File: src/rtl/seg_scan_pkg.sv
// seg_scan_pkg -- shared constants and helpers for the multiplexed
// seven-segment scan controller.
//   SEG_OFF      : segment byte for a dark digit (segments off, DP off)
//   HEX_SEG      : 7-bit g..a pattern for each hex nibble 0-F
//   dwell_cycles : clocks spent on one digit for a given clock and dwell
package seg_scan_pkg;

  localparam logic [7:0] SEG_OFF = 8'h80;

  // Element n holds the pattern for nibble n (element 0 is rightmost).
  localparam logic [15:0][6:0] HEX_SEG = {
    7'h71, 7'h79, 7'h5E, 7'h39, 7'h7C, 7'h77, 7'h6F, 7'h7F,
    7'h07, 7'h7D, 7'h6D, 7'h66, 7'h4F, 7'h5B, 7'h06, 7'h3F
  };

  function automatic int dwell_cycles(input int clk_hz, input int scan_us);
    return (clk_hz / 1_000_000) * scan_us;
  endfunction

endpackage

File: src/rtl/seg_hex_decode.sv
// seg_hex_decode -- combinational nibble to segment-byte decoder.
// Ports:
//   nibble [3:0] : hex value to show
//   dp           : decimal point, 1 = lit
//   blank        : 1 = digit dark (overrides dp)
//   seg    [7:0] : [6:0] = g..a active-high, [7] = DP active-low
module seg_hex_decode
  import seg_scan_pkg::*;
(
  input  logic [3:0] nibble,
  input  logic       dp,
  input  logic       blank,
  output logic [7:0] seg
);

  always_comb begin
    seg = SEG_OFF;
    if (!blank) begin
      seg = {~dp, HEX_SEG[nibble]};
    end
  end

endmodule

File: src/rtl/seg_scan_ctrl.sv
// seg_scan_ctrl -- time-multiplexed seven-segment display scanner with a
// frame-synchronous shadow register, so a frame never mixes old and new data.
// Optional build macro: SEG_GHOST_GUARD_EN -- blanks the first GUARD_CYC
// clocks of every dwell to suppress ghosting between digits.
// Ports:
//   CLK_50M    : clock, rising edge
//   RST_N      : asynchronous active-low reset
//   DIGIT_VAL  : one hex nibble per digit, digit i at [4i+3:4i]
//   DP_IN      : decimal point per digit, 1 = lit
//   BLANK_IN   : blank mask per digit, 1 = dark
//   LOAD       : one-cycle strobe capturing the three inputs into the shadow
//   UPD_PEND   : shadow holds data not yet shown
//   FRAME_TICK : one-cycle pulse on the last clock of each frame
//   SEG_EN     : digit enables, active-low, one-hot-low
//   SEG_DATA   : [6:0] = g..a active-high, [7] = DP active-low
module seg_scan_ctrl
  import seg_scan_pkg::*;
#(
  parameter int DIGITS    = 6,
  parameter int CLK_HZ    = 50_000_000,
  parameter int SCAN_US   = 1000,
  parameter int GUARD_CYC = 16
) (
  input  logic                  CLK_50M,
  input  logic                  RST_N,
  input  logic [4*DIGITS-1:0]   DIGIT_VAL,
  input  logic [DIGITS-1:0]     DP_IN,
  input  logic [DIGITS-1:0]     BLANK_IN,
  input  logic                  LOAD,
  output logic                  UPD_PEND,
  output logic                  FRAME_TICK,
  output logic [DIGITS-1:0]     SEG_EN,
  output logic [7:0]            SEG_DATA
);

  localparam int DWELL = dwell_cycles(CLK_HZ, SCAN_US);
  localparam int PW    = (DWELL > 1) ? $clog2(DWELL) : 1;
  localparam int IW    = (DIGITS > 1) ? $clog2(DIGITS) : 1;
  localparam logic [PW-1:0] PRESC_LAST = PW'(DWELL - 1);
  localparam logic [IW-1:0] IDX_LAST   = IW'(DIGITS - 1);

  if (DIGITS < 1 || DIGITS > 8) begin : g_bad_digits
    $error("seg_scan_ctrl: DIGITS must be 1..8");
  end
  if (DWELL < 2) begin : g_bad_dwell
    $error("seg_scan_ctrl: dwell must be at least 2 clocks");
  end
  if (GUARD_CYC < 0) begin : g_bad_guard
    $error("seg_scan_ctrl: GUARD_CYC must be non-negative");
  end

  logic [PW-1:0]         presc;
  logic [IW-1:0]         idx;
  logic                  dwell_end;
  logic                  frame_end;

  logic [4*DIGITS-1:0]   shd_val, act_val;
  logic [DIGITS-1:0]     shd_dp, act_dp;
  logic [DIGITS-1:0]     shd_blank, act_blank;
  logic                  upd_pend;

  logic [3:0]            cur_nib;
  logic                  cur_dp;
  logic                  cur_blank;
  logic [DIGITS-1:0]     en_nxt;
  logic [7:0]            dec_seg;
  logic                  guard;

  assign dwell_end  = (presc == PRESC_LAST);
  assign frame_end  = dwell_end && (idx == IDX_LAST);
  assign FRAME_TICK = frame_end;
  assign UPD_PEND   = upd_pend;

  // Prescaler and digit index.
  always_ff @(posedge CLK_50M or negedge RST_N) begin
    if (!RST_N) begin
      presc <= '0;
      idx   <= '0;
    end else if (dwell_end) begin
      presc <= '0;
      idx   <= (idx == IDX_LAST) ? '0 : idx + 1'b1;
    end else begin
      presc <= presc + 1'b1;
    end
  end

  // Shadow/active registers. The active copy reads the shadow before this
  // edge's LOAD overwrites it, so a LOAD on the boundary cycle waits a frame.
  always_ff @(posedge CLK_50M or negedge RST_N) begin
    if (!RST_N) begin
      shd_val   <= '0;
      shd_dp    <= '0;
      shd_blank <= '1;
      act_val   <= '0;
      act_dp    <= '0;
      act_blank <= '1;
      upd_pend  <= 1'b0;
    end else begin
      if (frame_end && upd_pend) begin
        act_val   <= shd_val;
        act_dp    <= shd_dp;
        act_blank <= shd_blank;
      end
      if (LOAD) begin
        shd_val   <= DIGIT_VAL;
        shd_dp    <= DP_IN;
        shd_blank <= BLANK_IN;
      end
      upd_pend <= LOAD | (upd_pend & ~frame_end);
    end
  end

  // Select the current digit's active data and build the one-hot-low enable.
  always_comb begin
    cur_nib   = '0;
    cur_dp    = 1'b0;
    cur_blank = 1'b1;
    en_nxt    = '1;
    for (int i = 0; i < DIGITS; i++) begin
      if (idx == IW'(i)) begin
        cur_nib   = act_val[4*i +: 4];
        cur_dp    = act_dp[i];
        cur_blank = act_blank[i];
        en_nxt[i] = 1'b0;
      end
    end
  end

  seg_hex_decode u_dec (
    .nibble (cur_nib),
    .dp     (cur_dp),
    .blank  (cur_blank),
    .seg    (dec_seg)
  );

`ifdef SEG_GHOST_GUARD_EN
  if (DWELL <= GUARD_CYC + 1) begin : g_bad_guard_len
    $error("seg_scan_ctrl: dwell must exceed GUARD_CYC+1");
  end
  localparam logic [PW-1:0] GUARD_LIM = PW'(GUARD_CYC);
  assign guard = (presc < GUARD_LIM);
`else
  assign guard = 1'b0;
`endif

  // Registered outputs: one clock behind the index they describe.
  always_ff @(posedge CLK_50M or negedge RST_N) begin
    if (!RST_N) begin
      SEG_EN   <= '1;
      SEG_DATA <= SEG_OFF;
    end else if (guard) begin
      SEG_EN   <= '1;
      SEG_DATA <= SEG_OFF;
    end else begin
      SEG_EN   <= en_nxt;
      SEG_DATA <= dec_seg;
    end
  end

endmodule

File: config.mk
export PLATFORM = sky130hd
export DESIGN_NAME = seg_scan_ctrl
export DESIGN_NICKNAME = d
export VERILOG_FILES = /design/src/rtl/seg_scan_pkg.sv /design/src/rtl/seg_hex_decode.sv /design/src/rtl/seg_scan_ctrl.sv
export SDC_FILE = /design/constraint.sdc
export NUM_CORES = 1
export LEC_CHECK = 0
export ABC_AREA = 1
export CELL_PAD_IN_SITES_DETAIL_PLACEMENT = 2
export CELL_PAD_IN_SITES_GLOBAL_PLACEMENT = 2
export CORE_ASPECT_RATIO = 0.75
export CORE_MARGIN = 2
export CORE_UTILIZATION = 38
export DETAILED_ROUTE_END_ITERATION = 16
export PLACE_DENSITY = 0.83
export RECOVER_POWER = 25
export SYNTH_ARGS = -nofsm -noshare
export SYNTH_HDL_FRONTEND = slang
export SYNTH_SLANG_ARGS = --single-unit
File: constraint.sdc
create_clock -name CLK_50M -period 6.1 [get_ports CLK_50M]
set_clock_uncertainty 0.15 [all_clocks]
set_input_delay 0.915 -clock CLK_50M [delete_from_list [all_inputs] [get_ports CLK_50M]]
set_output_delay 0.915 -clock CLK_50M [all_outputs]
set_load 0.05 [all_outputs]
==> results.md <==
- proportion of layout cells with a drive suffix above 1: 16.55%
- final wirelength: 13.23 mm
- post-synth top area share: 43.62%
- count of different cell masters after synthesis: 35
- register clock-pin slew on the reported worst setup and hold paths: 0.07 ns
- stages on the worst setup path: 4
- ports placed on the boundary: 55
- Layout Cells excl Fill: 763
- number of enable-type register cells in the synthesized netlist: 0
- Crit path arrival time: 2.82 ns
- Max Clk Rate: 257.4 MHz
- die width: 136.3 um
- prevailing post-synth register cell: dfrtp_1
- Max Buffers Root-to-Sink: 2
- GR Util All Layers: 20.53%
- number of hold violations in the final report: 0
- source-to-sink clock delay at the later pin of the worst-skew pair: 0.35 ns
- worst slew slack as a fraction of its limit: -93.78%
- failing checks: capacitance limit, slew limit
- vias in the first global route: 4155
- share of the core filled with cells: 45.43%
- commonest non-fill, non-tap cell in the layout: nand2_1
- Post-Syn Nets: 589
- count of unresolved DRC violations after routing: 0
- CP top delay family: simple AND/OR/NAND/NOR gates
- detailed-routing wirelength on met1: 6.191 mm
- number of buffers inserted to repair setup after CTS: 0
- Required @ worst endpoint: 5.03 ns
- number of search-and-repair iterations in the first detailed-routing pass: 4
- total power after layout: 1.428 mW
- number of flip-flops and latches in the synthesized netlist: 106
- Final Wtd Congestion: 0.8460
- H-tree levels: 3
- Sum Neg Setup Slack: 0 ns
- # placed instances: 747
- mean instance size in the synthesized netlist: 9.209 sq um
- wire length on met2: 6.528 mm
- initial core utilization: 38.61%
- clock net sink count: 106
- vias per cell: 4.950
- total core area: 12930 sq um
- first-iteration detailed-routing DRC count: 125
- Worst Hold Class: reg -> reg
- static leakage power: 2.729 nW
- Clock Root Buffer: clkbuf_16
- max-slew violation total from the final report: 52
- most area-hungry cell type in the Yosys netlist: dfrtp_1
- number of cells on the worst hold path: 1
- instance count of the mapped netlist: 542
- sum of net half-perimeters after detailed placement: 9.261 mm
- hold buffers post-CTS: 0
- Nets: 634
- antenna violations before repair: 0
- IR drop worst, VDD: 0.1649 mV
- die area: 14080 sq um
- number of cells traversed by the worst register-to-register path: 12
- largest net degree at the start of global routing: 74
- synth-to-layout area growth: 17.67%
- total power density per cell area: 243.1 nW/um^2
- Synth Warn #: 0
- max-capacitance violation count: 1
- length of routed met3 wiring: 358 um
- overall die height: 103.3 um
- count of buffer and inverter cells on the critical path: 1
- antenna cells: 0
- post-route ant nets: 0
- sequential share of the synthesized area: 53.62%
- number of vias after detailed routing: 3777
- setup repair after global routing missed its margin: false
- async set-reset flop share out of synthesis: 100.0%
- start-to-end type of the worst setup path: reg -> out
- final worst-path cycle share: 63.69%
- Critical-path top delay cell: clkdlybuf4s50_1
- standard-cell row count: 36
- result of the run: finished with violations
- uppermost signal routing layer after detailed routing: met4
- Area contributors post-synth: dfrtp_1, dfstp_2, nand2_1
- remaining global-route overflow: 0
- minimum period implied by the final worst setup slack: 3.885 ns
- Finish-stage setup viols: 0
- post-placement cell area: 5587 sq um
- total of buffers placed on input and output ports: 54
- wire per inst: 17.34 um
- longest individual stage delay on the worst path: 0.81 ns
- TritonCTS clock tree: done
- type of element launching the critical path: flop
- CP Max Fanout: 10
- post-synthesis cell area: 4991 sq um
- CTS buffer count: 9
- cell breakdown of the critical path: nor2_1, nand2_4, nor2_8, clkdlybuf4s50_1
- sort of element at the end of the critical path: output port
- transition at the pin with the smallest max-transition slack: 2.907 ns
- cell area after layout: 5873 sq um
- wire length of the first global-routing pass: 22.18 mm
- commonest cells after routing, fill and taps aside: nand2_1, dfrtp_1, inv_1
- post-cts sizing count: 0
-- worst paths after layout --
kind                          start           to  slack (ns)
setup / recovery             idx[1]   FRAME_TICK        2.22
hold / removal             presc[0]     presc[0]        0.31
min in group asynchronous     RST_N  SEG_DATA[5]        1.35
max in group asynchronous     RST_N   act_val[5]        2.53
setup reg to reg             idx[0]  SEG_DATA[0]        3.15
hold reg to reg            presc[0]     presc[0]        0.31
-- state kept, by name (all words and copies together) (netlist names), 8 cells and up --
| signal | cells |
|---|---|
| act_val | 24 |
| presc | 16 |
| SEG_DATA | 8 |
| shd_val | 24 |
-- metal layers --
layer | vias to the layer above | track usage (%)
li1 | 1800 | -
met1 | 1914 | 26.72
met2 | 52 | 35.95
met3 | 11 | 3.947
met4 | 0 | 4.647
met5 | - | 0
-- final cells by class --
cell class	count	area (sq um)
Clock buffer	11	252.7
Clock inverter	5	61.31
Fill cell	1398	7054
Inverter	83	312.8
Multi-Input combinational cell	332	1819
Sequential cell	106	2676
Tap cell	171	214.0
Timing Repair Buffer	55	536.8
-- where the power goes --
group          leakage, nW  switching, mW  internal, mW
combinational         1.26         0.0499        0.0308
sequential            1.31        0.00605         0.727
clock                0.156          0.271         0.343
total                 2.73          0.327          1.10
-- cells by family (layout without fill, tap and decap cells) --
| group | Yosys count | after routing | share of synthesized area [%] |
|---|---|---|---|
| adders and majority gates | 8 | 8 | 2.006 |
| DFF | 106 | 106 | 53.62 |
| buffers and inverters | 104 | 154 | 9.451 |
| and+or+nand+nor | 213 | 213 | 20.11 |
| AOI/OAI and AO/OA | 105 | 105 | 13.76 |
| xor gates and xnor gates | 6 | 6 | 1.053 |
-- Yosys cell counts (3+ instances only) --
cell and instances:
a21oi_1 13, buf_4 3, buf_6 9, clkbuf_1 8, dfrtp_1 87, dfstp_2 19, ha_1 8, inv_1 77
inv_2 5, nand2_1 115, nand2_2 8, nand2_4 5, nand3_1 30, nand4_1 9, nor2_1 28, nor2_2 3
nor3_1 6, o21ai_0 49, o21ai_2 36, xor2_1 4
-- through the flow --
stage	hold WS (ns)	setup slack, ns
floorplan	0.2829	3.748
global placement	0.2943	2.955
detailed placement	0.3105	2.867
CTS	0.3202	2.435
global route	0.3568	1.962
finish	0.3130	2.215
Power figures use the tool's default switching activity.
